## src/rtl/fifo_umbral.sv

```systemverilog
// Synchronous FIFO for one data/virtual-channel lane, with threshold flags
// against the FSM-programmed almost-full / almost-empty levels.
module fifo_umbral #(
  parameter int DATA_WIDTH = 6,
  parameter int ADDR_WIDTH = 2
) (
  input  logic                  clk,
  input  logic                  reset,
  input  logic                  wr_en,
  input  logic [DATA_WIDTH-1:0] data_in,
  input  logic                  rd_en,
  input  logic [7:0]            umbral_alto,
  input  logic [7:0]            umbral_bajo,
  output logic [DATA_WIDTH-1:0] data_out,
  output logic                  valid_out,
  output logic                  fifo_full,
  output logic                  fifo_empty,
  output logic                  almost_full,
  output logic                  almost_empty,
  output logic                  fifo_error,
  output logic [ADDR_WIDTH:0]   count
);

  localparam int DEPTH = 1 << ADDR_WIDTH;

  logic [DATA_WIDTH-1:0] mem [DEPTH];
  logic [ADDR_WIDTH-1:0] wr_ptr;
  logic [ADDR_WIDTH-1:0] rd_ptr;
  logic [ADDR_WIDTH:0]   count_q;
  logic [DATA_WIDTH-1:0] data_q;
  logic                  valid_q;
  logic                  error_q;

  logic                  is_full;
  logic                  is_empty;
  logic                  rd_acc;
  logic                  wr_acc;
  logic                  overflow;
  logic                  underflow;
  logic [7:0]            count_ext;

  // Handshake: wr_en/rd_en are requests with no ready back-pressure. A write
  // is accepted when there is room (or a read frees a slot on the same edge),
  // a read when the FIFO holds a word; a refused request raises fifo_error.
  // valid_out marks the one cycle after an accepted read.
  assign is_full   = count_q[ADDR_WIDTH];
  assign is_empty  = (count_q == '0);
  assign rd_acc    = rd_en && !is_empty;
  assign wr_acc    = wr_en && (!is_full || rd_acc);
  assign overflow  = wr_en && is_full && !rd_acc;
  assign underflow = rd_en && is_empty;

  always_ff @(posedge clk) begin
    if (wr_acc) begin
      mem[wr_ptr] <= data_in;
    end
  end

  always_ff @(posedge clk or negedge reset) begin
    if (!reset) begin
      wr_ptr  <= '0;
      rd_ptr  <= '0;
      count_q <= '0;
      data_q  <= '0;
      valid_q <= 1'b0;
      error_q <= 1'b0;
    end else begin
      valid_q <= rd_acc;
      if (wr_acc) begin
        wr_ptr <= wr_ptr + 1'b1;
      end
      if (rd_acc) begin
        data_q <= mem[rd_ptr];
        rd_ptr <= rd_ptr + 1'b1;
      end
      if (wr_acc && !rd_acc) begin
        count_q <= count_q + 1'b1;
      end else if (rd_acc && !wr_acc) begin
        count_q <= count_q - 1'b1;
      end
      if (overflow || underflow) begin
        error_q <= 1'b1;
      end
    end
  end

  // Plain unsigned compares already give the threshold edge cases:
  // alto=0 -> always almost_full, alto>DEPTH -> never, bajo>=DEPTH -> always almost_empty.
  assign count_ext    = 8'(count_q);
  assign almost_full  = (count_ext >= umbral_alto);
  assign almost_empty = (count_ext <= umbral_bajo);

  assign fifo_full  = is_full;
  assign fifo_empty = is_empty;
  assign fifo_error = error_q;
  assign count      = count_q;
  assign data_out   = data_q;
  assign valid_out  = valid_q;

endmodule

```

## config.mk

```make
export PLATFORM = sky130hd
export DESIGN_NAME = fifo_umbral
export DESIGN_NICKNAME = d
export VERILOG_FILES = /design/src/rtl/fifo_umbral.sv
export SDC_FILE = /design/constraint.sdc
export NUM_CORES = 1
export LEC_CHECK = 0
export CAP_MARGIN = 20
export CORE_UTILIZATION = 45
export DETAILED_ROUTE_END_ITERATION = 12
export GPL_ROUTABILITY_DRIVEN = 0
export PLACE_DENSITY = 0.76
export SKIP_LAST_GASP = 1
export SLEW_MARGIN = 30
export SYNTH_ARGS = -nofsm -noshare
export SYNTH_HDL_FRONTEND = slang
export SYNTH_SLANG_ARGS = --single-unit
```

## constraint.sdc

```tcl
create_clock -name clk -period 6 [get_ports clk]
set_clock_uncertainty 0.15 [all_clocks]
set_input_delay 1.5 -clock clk [delete_from_list [all_inputs] [get_ports clk]]
set_output_delay 1.5 -clock clk [all_outputs]
set_load 0.005 [all_outputs]
```

Yosys cells after proc, flatten, opt, wreduce, memory -nomap -nowiden
Memories as Yosys holds them, arrays and structs flattened. A register that Yosys moved wholly into a read port is not among the register bits.
Index checks and enable logic that the tools add are counted.
{"block": "totals", "mem_count": 1, "in_bits": 26, "output_inout_bits": 15, "ff_bits": 9, "ramBits": 24}
{"memory": "mem", "depth": 4, "word_bits": 6, "rd": 1, "rd_clocked_by_memory_dff": 1, "wr": 1, "line": "26", "rtl": "logic [DATA_WIDTH-1:0] mem [DEPTH];"}
{"block": "op_classes", "n_addsub": 4, "order_cmp": 2, "mux": 4, "reduce_logical": 16}
{"operator": "$ge A3 B8 Y1", "count": 1}
{"operator": "$le A3 B8 Y1", "count": 1}
{"operator": "$logic_and A1 B1 Y1", "count": 7}
{"operator": "$mux W3", "count": 2}
{"operator": "$logic_not A1 Y1", "count": 5}
{"operator": "$add A2 B1 Y2 const B", "count": 2}
{"operator": "$add A3 B1 Y3 const B", "count": 1}
{"operator": "$logic_not A3 Y1", "count": 1}
{"operator": "$sub A3 B1 Y3 const B", "count": 1}
{"operator": "$logic_or A1 B1 Y1", "count": 2}
{"operator": "$mux W1", "count": 2}
{"operator": "$reduce_bool A2 Y1", "count": 1}

Depth between registers and ports, before layout
Gate-level depths: netlist of run 1.
{"block": "depth", "ltp_word": 9, "depth_mapped": 9, "depth_no_buf": 8}

Worst setup path after synthesis of run 1
OpenSTA, ideal clock, no wires.
{"block": "synth_path", "path_type": "input port to output port", "start": "in umbral_bajo[1]", "end": "out almost_empty", "setup_slack_ps": 2094, "t_arrival_ps": 2256, "cell_stages": 5, "path_buffers": 0, "cell_sequence": "inv_1 -> ha_1 -> nor2b_1 -> o21a_1 -> o21ai_0"}
{"block": "synth_via", "elab_chain_cells": 1}
{"item": "start, declared", "line": "13", "rtl": "input logic [7:0] umbral_bajo,"}
{"item": "$le A3 B8 Y1", "line": "91", "rtl": "assign almost_empty = (count_ext <= umbral_bajo);"}
{"item": "end, declared", "line": "19", "rtl": "output logic almost_empty,"}
No other way between the ends.

Worst setup path in the final report of run 1
Same ends and word-level chain as after synthesis.

==> results.py, run 1 <==
metrics = {
    "yosys": {
        "syn_nets": 159,
        "yosysTopAreaCellShare": 0.409,
        "synth_edf_count": 24,
        "synth_area_leader_cell": "edfxtp_1",
        "synth-seq-cells": 39,
        "async_flop_share": 0.385,
        "post_synth_inst_count": 121,
        "ys_seq_area_frac": 0.622,
        "postSynthAreaPerCell_um2": 14.6,
        "synth_cell_types": 30,
        "synth_warnings": 0,
        "synth_ff_type": "edfxtp_1",
        "synth.area.top_cells": "edfxtp_1 (41%), dfrtp_1 (21%), ha_1 (7.8%)",
        "syn-cell-area_mm2": 0.00176,
    },
    "detailed_routing": {
        "vias": 1037,
        "drc": 0,
        "totalWireLength_um": 2950,
        "vias_per_cell": 4.87,
        "wl_per_cell_um": 13.8,
        "drt_iter0_markers": 45,
        "drt_pass1_iterations": 4,
        "antenna_left": 0,
    },
    "worst_setup_path": {
        "end_kind": "output pin",
        "worst_setup_path_start_kind": "primary input",
        "r2r.worst_path.cells": 8,
        "critPathRequiredTime_ns": 4.35,
        "rr_endpoint": "count[2]",
        "worst_ep_arrival_time_ns": 3.23,
        "rrSetupSlack_ns": 3.50,
        "crit_type": "in -> out",
        "r2r-start": "count[0]",
        "crit_fanout": 2,
    },
    "final_layout": {
        "diodes": 0,
        "fin_area_mm2": 0.00227,
        "area_growth_pct": 29.0,
        "nNetsFinal": 202,
        "drive_gt1_frac": 0.115,
        "n_fill_cell": 290,
    },
    "cts": {
        "postCtsResizedCells": 0,
        "cts_root_buf": "clkbuf_8",
        "hold_buffers": 0,
        "clkTransAtPathRegs_ns": 0.07,
        "cts.sinks": 39,
        "cts-buffers-inserted": 5,
        "postCtsSetupRepairBufs": 0,
        "cts_buffer_depth": 2,
        "cts_tree": "done",
        "cts-htree-levels": 2,
        "worstSkewPairLatency_ns": 0.28,
    },
    "timing": {
        "rsz0062_at_grt": "no",
        "fmax_mhz": 205,
        "period_minus_slack_ns": 4.88,
        "fin_ws_ns": 1.12,
        "worst_pin_slew_ns": 0.672,
        "setup_violations": 0,
        "slew-limit-headroom": 0.551,
        "period_share": 0.813,
        "final.setup.tns_ns": 0,
        "finalMaxSlewViolations": 0,
        "finalHoldViolations": 0,
    },
    "floorplan": {
        "row_count": 22,
        "die_x_um": 64.6,
        "die_area_mm2": 0.00417,
        "die_y_um": 64.6,
        "start_util": 0.474,
        "ios": 41,
        "fp.coreArea_mm2": 0.00372,
    },
    "min_path": {
        "hold_path_end": "data_out[4]",
        "hold_class": "reg -> reg",
        "min_from": "data_out[4]",
        "holdPathStages": 2,
    },
    "status": {
        "status": "complete, no violations",
    },
    "power_and_ir_drop": {
        "power_density_mw_per_mm2": 410,
        "leakage_uw": 0.000912,
        "ir_drop_uv": 218,
    },
    "grt": {
        "grt_pass1_vias": 1021,
        "grt_pass1_wl_um": 4870,
        "gr-total-overflow": 0,
        "grt_start_max_net_pins": 16,
        "grt.total_usage": 0.163,
        "antenna_found_initial": 0,
    },
    "placement": {
        "post-place-ws_ns": 1.11,
        "io_buffers": 40,
        "dpl_cell_area_mm2": 0.00219,
        "post-dp-hpwl_um": 2200,
    },
    "job": {
        "maxCapViolations": 0,
    },
}
flip-flops by register name, summed over array words and instances, names as in the netlist:
| register | count |
|---|---|
| valid_out | 1 |
| wr_ptr | 2 |
| fifo_error | 1 |
| count | 3 |
| data_out | 6 |
| rd_ptr | 2 |
| mem | 24 |
Yosys cell counts (2+ instances only):
cell type and count:
edfxtp_1 24, nand2_1 20, dfrtp_1 15, ha_1 11, inv_1 9, mux4_2 6
and2_1 4, xnor2_1 3, a21oi_1 2, buf_6 2, nand2b_1 2, nor2_1 2
nor3_1 2, o21ai_0 2, xor2_1 2
worst max path at each step:
stage | startpoint | to | slack (ns) | cells after the start
2_1_floorplan | umbral_bajo[1] | almost_empty | 2.09 | 5
3_3_place_gp | umbral_bajo[1] | almost_empty | 1.15 | 7
3_5_place_dp | umbral_bajo[1] | almost_empty | 1.11 | 7
4_1_cts | umbral_bajo[1] | almost_empty | 1.11 | 7
5_1_grt | umbral_bajo[1] | almost_empty | 1.03 | 7
6_report | umbral_bajo[1] | almost_empty | 1.12 | 7
per-layer routing:
| metal | vias to the layer above | global-route usage | wire (µm) | part of all wire |
|---|---|---|---|---|
| met3 | 5 | 0.0528 | 151 | 0.051 |
| li1 | 504 | - | - | - |
| met5 | - | 0 | 0 | 0 |
| met2 | 31 | 0.264 | 1470 | 0.50 |
| met4 | 0 | 0.0500 | 28 | 0.0095 |
| met1 | 497 | 0.209 | 1300 | 0.44 |
power breakdown:
group / leakage, µW / total [µW] / internal [µW] / switching [µW]
clock network: 0.0000412 / 166 / 81.1 / 85.4
logic: 0.000476 / 329 / 198 / 131
registers: 0.000396 / 436 / 363 / 73.4
cells in the final DEF, fill, tap and decap left out, drive strengths merged:
cell / synthesis / final
a21boi: 1 / 1
a21o: 1 / 1
a21oi: 2 / 2
a31oi: 1 / 1
and2: 4 / 4
clkbuf: 1 / 6
clkdlybuf4s50: 0 / 40
clkinv: 0 / 1
clkinvlp: 0 / 1
dfrtp: 15 / 15
edfxtp: 24 / 24
fa: 1 / 1
ha: 11 / 11
inv: 10 / 10
mux2: 1 / 1
mux4: 6 / 6
nand2: 21 / 21
nand2b: 2 / 2
nor2: 2 / 2
nor2b: 1 / 1
nor3: 3 / 3
o21a: 1 / 1
o21ai: 2 / 2
o21bai: 1 / 1
or4: 1 / 1
xnor2: 4 / 4
xor2: 2 / 2
through the flow:
step	hold WS, ns	utilization	cells	power, µW
after floorplan	0.318	-	121	641
after global placement	0.308	0.589	205	757
after detailed placement	0.316	0.589	205	775
after CTS	0.334	0.612	213	944
after global routing	0.351	0.612	213	998
final	0.330	0.612	213	931
area by class of cell:
type                    instances  area (µm²)  share of cell area
flip-flops and latches         39        1100               0.482
well taps                      48        60.1              0.0264
inverters                      10        42.5              0.0187
clock buffers                   6        72.6              0.0319
repair buffers                 40         400               0.176
multi-input cells              68         589               0.259
clock inverters                 2        12.5             0.00550
cell families after synthesis:
kind of cell / share of synthesized area
and+or+nand+nor: 0.0938
buffers and inverters: 0.0433
adders and majority gates: 0.0895
DFF: 0.622
xor gates and xnor gates: 0.0341
muxes: 0.0831
AOI/OAI and AO/OA: 0.0341
critical path, stage by stage:
cell             delay [ns]
clkdlybuf4s50_1        0.45
inv_1                  0.04
ha_1                   0.30
nor2b_1                0.14
o21a_1                 0.15
o21ai_0                0.13
clkdlybuf4s50_1        0.52
(Power assumes the default switching activity.)
==> run 2: changes to the inputs <==
Settings changed: CORE_UTILIZATION 45 to 44, PLACE_DENSITY 0.76 to 0.78.
Clock period 6 ns to 4 ns, I/O delays scaled along.
==> run 2 against run 1 <==
Net effect: utilization grew 0.92 points; worst setup slack got worse by 1.0 ns; cell area grew 2.3%; via count grew 0.48%; register-to-register slack got worse by 2.0 ns; critical path depth stayed put; total power increased by 65%; final cell count stayed put; largest power group unchanged.
==> results.py, run 2 (synthesis gave the netlist of run 1 again) <==
metrics = {
    "detailed_routing": {
        "vias_per_cell": 4.89,
        "drt_pass1_iterations": 3,
        "drc": 0,
        "wl_per_cell_um": 14.2,
        "totalWireLength_um": 3020,
        "vias": 1042,
        "antenna_left": 0,
        "drt_iter0_markers": 21,
    },
    "grt": {
        "gr-usage-met2": 0.290,
        "met3_usage": 0.0313,
        "grt_start_max_net_pins": 16,
        "grt-busiest-layer": "met2",
        "grt_pass1_vias": 1098,
        "gr-total-overflow": 0,
        "grt.total_usage": 0.166,
        "grt_pass1_wl_um": 5080,
        "gr-usage-met1": 0.191,
        "antenna_found_initial": 0,
    },
    "job": {
        "maxCapViolations": 0,
    },
    "final_layout": {
        "regMostFlops": "mem",
        "final_common_cell": "clkdlybuf4s50_1",
        "largest_register_ffs": 24,
        "area_growth_pct": 32.0,
        "diodes": 0,
        "n_fill_cell": 307,
        "final_cell_mix": "clkdlybuf4s50_1 (40), edfxtp_1 (24), nand2_1 (20)",
        "nNetsFinal": 202,
        "drive_gt1_frac": 0.121,
    },
    "timing": {
        "setup_violations": 0,
        "rsz0062_at_grt": "no",
        "period_minus_slack_ns": 3.88,
        "fmax_mhz": 258,
        "fin_ws_ns": 0.118,
        "final.setup.tns_ns": 0,
        "finalMaxSlewViolations": 0,
        "period_share": 0.971,
        "slew-limit-headroom": 0.541,
        "worst_pin_slew_ns": 0.687,
        "finalHoldViolations": 0,
    },
    "placement": {
        "post-place-ws_ns": 0.0461,
        "io_buffers": 40,
        "post-dp-hpwl_um": 2340,
    },
    "cts": {
        "worstSkewPairLatency_ns": 0.29,
        "cts_buffer_depth": 2,
        "cts_root_buf": "clkbuf_8",
        "cts-htree-levels": 2,
        "hold_buffers": 0,
        "cts-buffers-inserted": 5,
        "cts.sinks": 39,
        "cts_tree": "done",
        "clkTransAtPathRegs_ns": 0.07,
    },
    "min_path": {
        "hold_class": "reg -> reg",
        "holdPathStages": 1,
    },
    "power_and_ir_drop": {
        "leakage_uw": 0.000936,
        "power_density_mw_per_mm2": 659,
        "ir_drop_uv": 360,
    },
    "floorplan": {
        "row_count": 22,
        "die_x_um": 65.3,
        "start_util": 0.471,
        "die_area_mm2": 0.00426,
        "die_y_um": 65.3,
        "ios": 41,
        "fp.coreArea_mm2": 0.00374,
    },
    "worst_setup_path": {
        "worst_ep_arrival_time_ns": 2.73,
        "worst_setup_path_start_kind": "primary input",
        "end_kind": "output pin",
        "r2r.worst_path.cells": 8,
        "crit_fanout": 2,
        "crit_type": "in -> out",
        "critPathRequiredTime_ns": 2.85,
    },
    "status": {
        "status": "complete, no violations",
    },
}
-- run 2: cell types whose count changed in the layout (fill, tap and decap cells not counted) --
cell,change
o21ai_0,-1
bufinv_16,+2
clkbuf_1,-1
clkinv_2,-1
o21ai_1,+1
-- run 2: layer usage --
| layer | up-vias | share of wire |
|---|---|---|
| met5 | - | 0 |
| met4 | 0 | 0.023 |
| met3 | 8 | 0.026 |
| met2 | 17 | 0.53 |
| met1 | 511 | 0.42 |
| li1 | 506 | - |
-- run 2: worst paths after layout --
check,start,endpoint,slack (ns)
setup / recovery,umbral_bajo[1],almost_empty,0.12
hold / removal,fifo_error,fifo_error,0.33
setup reg to reg,count[0],count[2],1.52
hold reg to reg,fifo_error,fifo_error,0.33
max in group asynchronous,reset,count[2],2.29
min in group asynchronous,reset,rd_ptr[0],0.98
-- run 2: layout make-up --
| cell class | count | area, µm² | area share |
|---|---|---|---|
| Clock buffer | 5 | 68.8 | 0.0296 |
| Timing Repair Buffer | 40 | 400 | 0.172 |
| Tap cell | 48 | 60.1 | 0.0258 |
| Sequential cell | 39 | 1100 | 0.471 |
| Inverter | 10 | 42.5 | 0.0183 |
| Multi-Input combinational cell | 68 | 589 | 0.253 |
| Clock inverter | 3 | 67.6 | 0.0291 |
-- run 2: what timing repair did --
item / in CTS / in global routing
setup endpoints to repair: 0 / 1
buffers inserted: 0 / 0
gates resized for setup: 0 / 1
-- run 2: through the flow --
step | instance area (µm²) | utilization | cells | total power (µW) | hold WS, ns
after floorplan | 1760 | - | 121 | 961 | 0.318
after global placement | 2190 | 0.585 | 205 | 1140 | 0.310
after detailed placement | 2190 | 0.585 | 205 | 1170 | 0.316
after CTS | 2320 | 0.621 | 213 | 1550 | 0.336
after global routing | 2320 | 0.621 | 213 | 1630 | 0.368
final | 2320 | 0.621 | 213 | 1530 | 0.326
-- run 2: power breakdown --
group	switching, µW	total, µW	internal (µW)	leakage [µW]
logic	198	495	298	0.000476
registers	111	655	544	0.000396
clock network	134	383	249	0.0000644
total	443	1530	1090	0.000936
-- run 2: worst max-delay path: stages --
cell	delay [ns]
clkdlybuf4s50_1	0.45
inv_1	0.04
ha_1	0.29
nor2b_1	0.14
o21a_1	0.17
o21ai_1	0.13
clkdlybuf4s50_1	0.51
==> run 3: changes to the inputs <==
Settings changed: CORE_UTILIZATION 44 to 45, PLACE_DENSITY 0.78 to 0.76.
Clock period 4 ns to 3.9 ns, I/O delays scaled along.
==> run 3 against run 2 <==
Net effect: sequential cell count did not move; utilization down 0.85 points; global-route usage is 0.28 points lower; worst setup slack better by 0.068 ns; count of clock-buffer cells in the layout rose by 1; via count down 0.48%; total power shrank 6.5%; clock power down 33%; critical endpoint is now almost_full.
==> results.py, run 3 (synthesis gave the netlist of run 1 again) <==
metrics = {
    "cts": {
        "cts.sinks": 39,
        "postCtsResizedCells": 0,
        "cts_tree": "done",
        "hold_buffers": 0,
        "clkTransAtPathRegs_ns": 0.07,
        "cts-buffers-inserted": 5,
        "postCtsSetupRepairBufs": 0,
        "cts-htree-levels": 2,
        "cts_buffer_depth": 2,
        "worstSkewPairLatency_ns": 0.28,
        "cts_root_buf": "clkbuf_8",
    },
    "floorplan": {
        "die_area_mm2": 0.00417,
        "fp.coreArea_mm2": 0.00372,
        "row_count": 22,
        "die_y_um": 64.6,
        "ios": 41,
        "start_util": 0.474,
        "die_x_um": 64.6,
    },
    "worst_setup_path": {
        "critPathRequiredTime_ns": 2.77,
        "crit_type": "in -> out",
        "worst_ep_arrival_time_ns": 2.59,
        "crit_fanout": 1,
        "worst_setup_path_start_kind": "primary input",
        "end_kind": "output pin",
    },
    "grt": {
        "grt_pass1_vias": 1021,
        "grt_pass1_wl_um": 4870,
        "gr-total-overflow": 0,
        "grt_start_max_net_pins": 16,
        "antenna_found_initial": 0,
        "grt.total_usage": 0.163,
    },
    "timing": {
        "finalHoldViolations": 0,
        "period_share": 0.952,
        "period_minus_slack_ns": 3.71,
        "worst_pin_slew_ns": 0.672,
        "fmax_mhz": 269,
        "hold_ws_ns": 0.330,
        "setup_violations": 0,
        "finalMaxSlewViolations": 0,
        "final.setup.tns_ns": 0,
        "rsz0062_at_grt": "no",
        "fin_ws_ns": 0.186,
        "slew-limit-headroom": 0.551,
    },
    "final_layout": {
        "nNetsFinal": 202,
        "largest_register_ffs": 24,
        "regMostFlops": "mem",
        "final_cell_mix": "clkdlybuf4s50_1 (39), edfxtp_1 (24), nand2_1 (20)",
        "final_common_cell": "clkdlybuf4s50_1",
        "area_growth_pct": 29.2,
        "diodes": 0,
        "drive_gt1_frac": 0.115,
    },
    "min_path": {
        "hold_class": "reg -> reg",
    },
    "detailed_routing": {
        "drc": 0,
        "totalWireLength_um": 2970,
        "drt_iter0_markers": 44,
        "vias_per_cell": 4.87,
        "antenna_left": 0,
        "wl_per_cell_um": 14.0,
        "drt_pass1_iterations": 4,
        "vias": 1037,
    },
    "power_and_ir_drop": {
        "ir_drop_uv": 336,
        "pwr-share-seq": 0.468,
        "combPwrFrac": 0.353,
        "p_switching_uw": 446,
        "leakage_uw": 0.000912,
        "power_density_mw_per_mm2": 630,
        "clockPowerShare": 0.179,
        "total_power_uw": 1430,
        "p_int_uw": 987,
        "swShare": 0.311,
    },
    "placement": {
        "post-dp-hpwl_um": 2200,
        "io_buffers": 40,
        "post-place-ws_ns": 0.0570,
    },
    "status": {
        "status": "complete, no violations",
    },
    "job": {
        "maxCapViolations": 0,
    },
}
-- run 3: changes by cell type in the layout (fill, tap and decap cells not counted), sizes merged --
| cell | before | now |
|---|---|---|
| clkinv | 0 | 1 |
| clkdlybuf4s50 | 40 | 39 |
| clkbuf | 5 | 6 |
| bufinv | 2 | 0 |
| dlymetal6s2s | 0 | 1 |
-- run 3: layout make-up --
class | count | area [µm²]
Clock inverter | 2 | 12.5
Clock buffer | 6 | 72.6
Fill cell | 291 | 1440
Tap cell | 48 | 60.1
Sequential cell | 39 | 1100
Timing Repair Buffer | 40 | 403
Inverter | 10 | 42.5
Multi-Input combinational cell | 68 | 589
-- run 3: final timing paths --
kind / start / to / slack, ns / cells after the start
setup / recovery: umbral_alto[0] / almost_full / 0.19 / 7
min in group asynchronous: reset / data_out[2] / 0.95 / 1
hold reg to reg: data_out[4] / data_out[4] / 0.33 / 2
setup reg to reg: count[0] / count[2] / 1.40 / 8
hold / removal: data_out[4] / data_out[4] / 0.33 / 2
max in group asynchronous: reset / count[0] / 2.22 / 1
-- run 3: metrics by stage --
stage,instances,utilization,instance area [µm²]
global placement,205,0.589,2190
global route,213,0.612,2280
CTS,213,0.612,2270
floorplan,121,-,1760
finish,213,0.612,2280
detailed placement,205,0.589,2190
-- run 3: metal layers --
layer  vias to the layer above  GRT usage  wire, µm
li1                        504          -         -
met1                       497      0.209      1300
met2                        31      0.264      1490
met3                         5     0.0528       157
met4                         0     0.0500        28
met5                         -          0         0
-- run 3: worst max-delay path: stages --
cell and delay, ns:
clkdlybuf4s50_1 0.40, ha_1 0.28, nand2b_1 0.14, a21o_1 0.17, a21oi_1 0.13, nor3_1 0.06, clkdlybuf4s50_1 0.43
-- run 3: power groups by stage --
stage | registers (µW) | logic, µW | clock network (µW)
finish | 671 | 506 | 256
global route | 691 | 562 | 282
CTS | 674 | 514 | 263
detailed placement | 683 | 510 | 0
global placement | 674 | 489 | 0
floorplan | 631 | 354 | 0
